### config.mk
export PLATFORM = sky130hd
export DESIGN_NAME = csr_unit
export DESIGN_NICKNAME = d
export VERILOG_FILES = /design/src/rtl/OoO_pkg.sv /design/src/rtl/csr_unit.sv
export SDC_FILE = /design/constraint.sdc
export NUM_CORES = 1
export LEC_CHECK = 0
export ABC_AREA = 1
export CAP_MARGIN = 20
export CORE_MARGIN = 4
export CORE_UTILIZATION = 36
export DETAILED_ROUTE_END_ITERATION = 12
export PLACE_DENSITY = 0.71
export SLEW_MARGIN = 20
export SYNTH_ARGS = -nofsm -noshare
export SYNTH_HDL_FRONTEND = slang
export SYNTH_SLANG_ARGS = --single-unit
### constraint.sdc
create_clock -name clock -period 3.75 [get_ports clock]
set_input_delay 0.375 -clock clock [delete_from_list [all_inputs] [get_ports clock]]
set_output_delay 0.375 -clock clock [all_outputs]
set_load 0.005 [all_outputs]
### src/rtl/OoO_pkg.sv
// rtl/OoO_pkg.sv - shared types for the CSR functional unit
//
// Provides the functional-unit op encoding (fu_op_e, with CSR_OP_IDLE as the
// "no access" value), the CSR unit FSM states (csr_state_e) and the held
// micro-op record (csr_uop_t). Default widths used by csr_unit live here too.
package OoO_pkg;

    localparam int OOO_XLEN      = 32;
    localparam int OOO_ROB_IDX_W = 4;

    typedef enum logic [2:0] {
        CSR_OP_IDLE = 3'd0,
        CSR_READ    = 3'd1,
        CSR_WRITE   = 3'd2,
        CSR_SET     = 3'd3,
        CSR_CLEAR   = 3'd4
    } fu_op_e;

    typedef enum logic [1:0] {
        IDLE      = 2'd0,
        WAIT_HEAD = 2'd1,
        WB        = 2'd2
    } csr_state_e;

    typedef struct packed {
        fu_op_e                     op;
        logic                       is_ecall;
        logic                       is_mret;
        logic [11:0]                addr;
        logic [OOO_XLEN-1:0]        wdata;
        logic [OOO_XLEN-1:0]        pc;
        logic [OOO_ROB_IDX_W-1:0]   rob_idx;
    } csr_uop_t;

endpackage

### src/rtl/csr_unit.sv
// rtl/csr_unit.sv - serialising CSR / ECALL / MRET functional unit
//
// Holds one micro-op from issue until it is the non-speculative ROB head,
// performs exactly one single-cycle CSR register-file access, returns the
// old CSR value to the ROB and, for ECALL/MRET, redirects the front end.
//
// Ports:
//   clock, reset           clock; synchronous active-high reset
//   flush                  squashes any held micro-op
//   issue_*                micro-op handshake and payload from issue
//   rob_head_valid/_idx    current ROB head
//   csr_op/addr/wdata/pc   single-cycle access to the CSR register file
//   ecall, mret            single-cycle trap strobes to the register file
//   csr_rdata              combinational read data from the register file
//   mtvec_addr, mepc_addr  trap vector / exception PC
//   wb_*                   result writeback to ROB/CDB
//   redirect_valid/_pc     single-cycle front-end redirect
//
// Build option: CSR_SPEC_READ_EN lets a pure CSR_READ skip head-waiting.
module csr_unit
    import OoO_pkg::*;
#(
    parameter int ROB_IDX_W = OOO_ROB_IDX_W,
    parameter int XLEN      = OOO_XLEN
) (
    input  logic                 clock,
    input  logic                 reset,
    input  logic                 flush,
    input  logic                 issue_valid,
    output logic                 issue_ready,
    input  fu_op_e               issue_op,
    input  logic                 issue_is_ecall,
    input  logic                 issue_is_mret,
    input  logic [11:0]          issue_csr_addr,
    input  logic [XLEN-1:0]      issue_wdata,
    input  logic [XLEN-1:0]      issue_pc,
    input  logic [ROB_IDX_W-1:0] issue_rob_idx,
    input  logic                 rob_head_valid,
    input  logic [ROB_IDX_W-1:0] rob_head_idx,
    output fu_op_e               csr_op,
    output logic [11:0]          csr_addr,
    output logic [XLEN-1:0]      csr_wdata,
    output logic [XLEN-1:0]      csr_pc,
    output logic                 ecall,
    output logic                 mret,
    input  logic [XLEN-1:0]      csr_rdata,
    input  logic [XLEN-1:0]      mtvec_addr,
    input  logic [XLEN-1:0]      mepc_addr,
    output logic                 wb_valid,
    input  logic                 wb_ready,
    output logic [ROB_IDX_W-1:0] wb_rob_idx,
    output logic [XLEN-1:0]      wb_data,
    output logic                 redirect_valid,
    output logic [XLEN-1:0]      redirect_pc
);

    csr_state_e      state_q, state_d;
    csr_uop_t        uop_q, uop_d;
    logic [XLEN-1:0] wb_data_q, wb_data_d;
    logic [XLEN-1:0] redirect_pc_q, redirect_pc_d;
    logic            redirect_valid_q, redirect_valid_d;
    logic            accept;
    logic            go;

    assign issue_ready = (state_q == IDLE) && !flush && !reset;
    assign accept      = issue_valid && issue_ready;

    // Access cycle: the held op has become the ROB head and is not squashed.
    always_comb begin
        go = 1'b0;
        if (state_q == WAIT_HEAD && !flush) begin
            go = rob_head_valid && (rob_head_idx == uop_q.rob_idx);
`ifdef CSR_SPEC_READ_EN
            // A plain read has no side effect, so it may run speculatively.
            if (uop_q.op == CSR_READ) begin
                go = 1'b1;
            end
`endif
        end
    end

    assign csr_op    = go ? uop_q.op : CSR_OP_IDLE;
    assign csr_addr  = uop_q.addr;
    assign csr_wdata = uop_q.wdata;
    assign csr_pc    = uop_q.pc;
    assign ecall     = go && uop_q.is_ecall;
    assign mret      = go && uop_q.is_mret;

    assign wb_valid       = (state_q == WB);
    assign wb_rob_idx     = uop_q.rob_idx;
    assign wb_data        = wb_data_q;
    assign redirect_valid = redirect_valid_q;
    assign redirect_pc    = redirect_pc_q;

    always_comb begin
        state_d          = state_q;
        uop_d            = uop_q;
        wb_data_d        = wb_data_q;
        redirect_pc_d    = redirect_pc_q;
        redirect_valid_d = redirect_valid_q;
        case (state_q)
            IDLE: begin
                if (accept) begin
                    // Trap micro-ops never carry a CSR access, and ECALL wins
                    // over MRET so at most one side effect can ever fire.
                    uop_d.op       = (issue_is_ecall || issue_is_mret) ? CSR_OP_IDLE : issue_op;
                    uop_d.is_ecall = issue_is_ecall;
                    uop_d.is_mret  = issue_is_mret && !issue_is_ecall;
                    uop_d.addr     = issue_csr_addr;
                    uop_d.wdata    = issue_wdata;
                    uop_d.pc       = issue_pc;
                    uop_d.rob_idx  = issue_rob_idx;
                    state_d        = WAIT_HEAD;
                end
            end
            WAIT_HEAD: begin
                if (go) begin
                    wb_data_d        = (uop_q.is_ecall || uop_q.is_mret) ? '0 : csr_rdata;
                    redirect_pc_d    = uop_q.is_ecall ? mtvec_addr :
                                       uop_q.is_mret  ? mepc_addr  : '0;
                    redirect_valid_d = uop_q.is_ecall || uop_q.is_mret;
                    state_d          = WB;
                end
            end
            WB: begin
                redirect_valid_d = 1'b0;
                if (wb_ready) begin
                    state_d = IDLE;
                end
            end
            default: state_d = IDLE;
        endcase
        if (flush) begin
            state_d          = IDLE;
            redirect_valid_d = 1'b0;
        end
    end

    always_ff @(posedge clock) begin
        if (reset) begin
            state_q          <= IDLE;
            uop_q            <= '0;
            wb_data_q        <= '0;
            redirect_pc_q    <= '0;
            redirect_valid_q <= 1'b0;
        end else begin
            state_q          <= state_d;
            uop_q            <= uop_d;
            wb_data_q        <= wb_data_d;
            redirect_pc_q    <= redirect_pc_d;
            redirect_valid_q <= redirect_valid_d;
        end
    end

endmodule

==> flow_metrics.py <==
metrics = {
    "layout": {
        "multi_input_area_mm2": 0.002869,
        "regArea_mm2": 0.003043,
        "fin_nets": 1427,
        "syn2layout_area_growth_pct": 51.39,
        "final_area_mm2": 0.01063,
        "final_common_cell": "nand2_1",
        "drive_above_1_share": 0.04724,
        "fillers": 1814,
        "antenna_cells": 0,
        "final_cell_mix": "367 x nand2_1, 341 x clkdlybuf4s50_1, 152 x dfxtp_1",
    },
    "clock_tree": {
        "cts_resized": 0,
        "htree_levels": 4,
        "insertion_delay_ps": 420,
        "cts_sinks": 152,
        "cts_root_buf": "clkbuf_16",
        "ctsHoldBuffers": 0,
        "cts-buffers-inserted": 17,
        "cts_setup_buffers": 0,
        "clk_pin_slew_worst_paths_ps": 60,
        "clock_tree.buffer_depth": 2,
        "cts_tree": "built",
    },
    "synth": {
        "syn_area_per_cell_um2": 6.922,
        "synth_warnings": 0,
        "synth.yosys.seq_area_share": 0.4335,
        "syn-instance-count": 1014,
        "syn-num-nets": 1205,
        "synth_top_area_share": 0.4335,
        "synth_area_mm2": 0.007019,
        "synth-seq-cells": 152,
        "synth_top_area_cell": "dfxtp_1",
        "synth_area_leaders": "dfxtp_1 43%, nand2_1 20%, buf_4 8.7%, a21oi_1 8.3%, nand4_1 5.7%",
        "ys_types": 23,
    },
    "worst_setup_path": {
        "worstPathCellList": "clkdlybuf4s50_1 > inv_1 > nand2_1 > nand2_1 > nor3_1 > nand3_2 > nor2_1 > clkdlybuf4s50_1",
        "cp-start-kind": "input pin",
        "arrival_ps": 2320,
        "worst-path-max-fanout": 8,
        "critPathRequiredTime_ps": 3380,
        "crit_start": "rob_head_idx[3]",
        "max_stage_delay_ps": 520,
        "end_kind": "output port",
        "cp_slowest_cell": "clkdlybuf4s50_1",
        "timing.rr.start": "state_q[0]",
        "rrSetupSlack_ps": 1580,
        "critical_path_class": "input pin to output port",
    },
    "place": {
        "dp_slack_ps": 1069,
        "place_area_mm2": 0.009990,
        "post-dp-hpwl_um": 16260,
        "portBuffers": 342,
        "routabilityCongestion": 0.7907,
    },
    "sta": {
        "fin_crit_sh": 0.7186,
        "fin_tns_setup_ps": 0,
        "fin_ws_ps": 1055,
        "rsz0062_at_grt": "false",
        "worstMarginPinSlew_ps": 951.6,
        "finClkSkew_ps": 12.68,
        "maxSlewHeadroom": 0.3656,
        "hold_viol": 0,
        "timing.fmax_mhz": 371.1,
        "slew_violations": 0,
        "fin_crit_ps": 2695,
        "finalSetupViolCount": 0,
    },
    "drt": {
        "drc": 0,
        "viasPerCell": 4.669,
        "num_vias": 7046,
        "wire_per_inst_um": 15.33,
        "drtIter0Drc": 309,
        "detail-route-antenna-nets": 0,
        "first_pass_iters": 5,
        "wirelength_um": 23130,
    },
    "floorplanning": {
        "start_util": 0.3703,
        "core_area_mm2": 0.01896,
        "fp.dieH_um": 147.6,
        "dieArea_mm2": 0.02180,
        "rows": 50,
        "chipWidth_um": 147.6,
        "io-pin-count": 343,
    },
    "flow_run": {
        "drv_cap": 0,
    },
    "power_and_ir_drop": {
        "power_uw": 3994,
        "power.leakage_uw": 0.004062,
        "vdd_drop_max_mv": 0.2477,
        "powerDensity_mw_per_mm2": 375.9,
    },
    "global_route": {
        "grt_pass1_vias": 6741,
        "overflow": 0,
        "grt_usage": 0.2029,
        "grt_pass1_wl_um": 35710,
        "grt_max_degree": 91,
        "antenna_found_initial": 1,
    },
    "min_path": {
        "hold_path_class": "input pin to flop",
        "hp-start": "reset",
    },
    "run_status": {
        "outcome": "complete, no violations",
    },
}
[power breakdown]
part,switching (µW),leakage (µW),internal (µW)
Combinational,204,0.00253,271
Sequential,17.2,0.00123,1650
Clock,711,0.000304,1150
Total,931,0.00406,3060
[synthesized netlist by cell type (all sizes together)]
master	instances
xnor2	1
o21ai	6
nand4	64
a211oi	1
nor3	2
buf	112
nor2	55
nand3	37
clkinv	1
dfxtp	152
inv	54
a21oi	117
nand2	369
and2	1
clkbuf	42
[metal layers]
| layer | global-route usage | vias up | part of all wire |
|---|---|---|---|
| met5 | 0 | - | 0.00056 |
| met4 | 0.06570 | 2 | 0.019 |
| met3 | 0.05855 | 28 | 0.077 |
| met2 | 0.3476 | 251 | 0.49 |
| met1 | 0.2456 | 3164 | 0.42 |
| li1 | - | 3601 | - |
[logic make-up after synthesis]
logic type      count (synthesis)  synth area share
flops                         152            0.4335
buf+inv                       209            0.1602
xor+xnor                        1          0.001248
simple gates                  528            0.3162
compound gates                124           0.08877
[flip-flops by register name (all words and copies together) (netlist names)]
name,flops
wb_data,32
wb_rob_idx,4
csr_wdata,32
state_q,2
csr_pc,32
csr_addr,12
redirect_valid,1
redirect_pc,32
uop_q,5
[path summary, 6_finish.rpt]
kind                    to  cells after the start
max              csr_op[2]                      8
max reg2reg    wb_data[30]                      8
min reg2reg   csr_wdata[1]                      2
min          wb_rob_idx[3]                      4
[critical path, delay by kind of cell]
| kind | cells | cell delay (ps) |
|---|---|---|
| buffers and inverters | 3 | 1090 |
| and+or+nand+nor | 5 | 840 |
[layout make-up]
| class | instances | share of cell area |
|---|---|---|
| tap | 260 | 0.03061 |
| clock inverter | 12 | 0.01790 |
| inverter | 55 | 0.01943 |
| timing repair buffer | 357 | 0.3337 |
| multi-input combinational | 653 | 0.2700 |
| sequential | 152 | 0.2864 |
| clock buffer | 20 | 0.04203 |
[metrics by stage]
stage	utilization	std cells	hold WS, ps
6_report	0.5606	1509	325.9
5_1_grt	0.5606	1509	373.5
4_1_cts	0.5606	1509	327.6
3_5_place_dp	0.5270	1477	454.5
3_3_place_gp	0.5270	1477	450.7
2_1_floorplan	-	1014	444.6
Power figures use the tool's default switching activity.
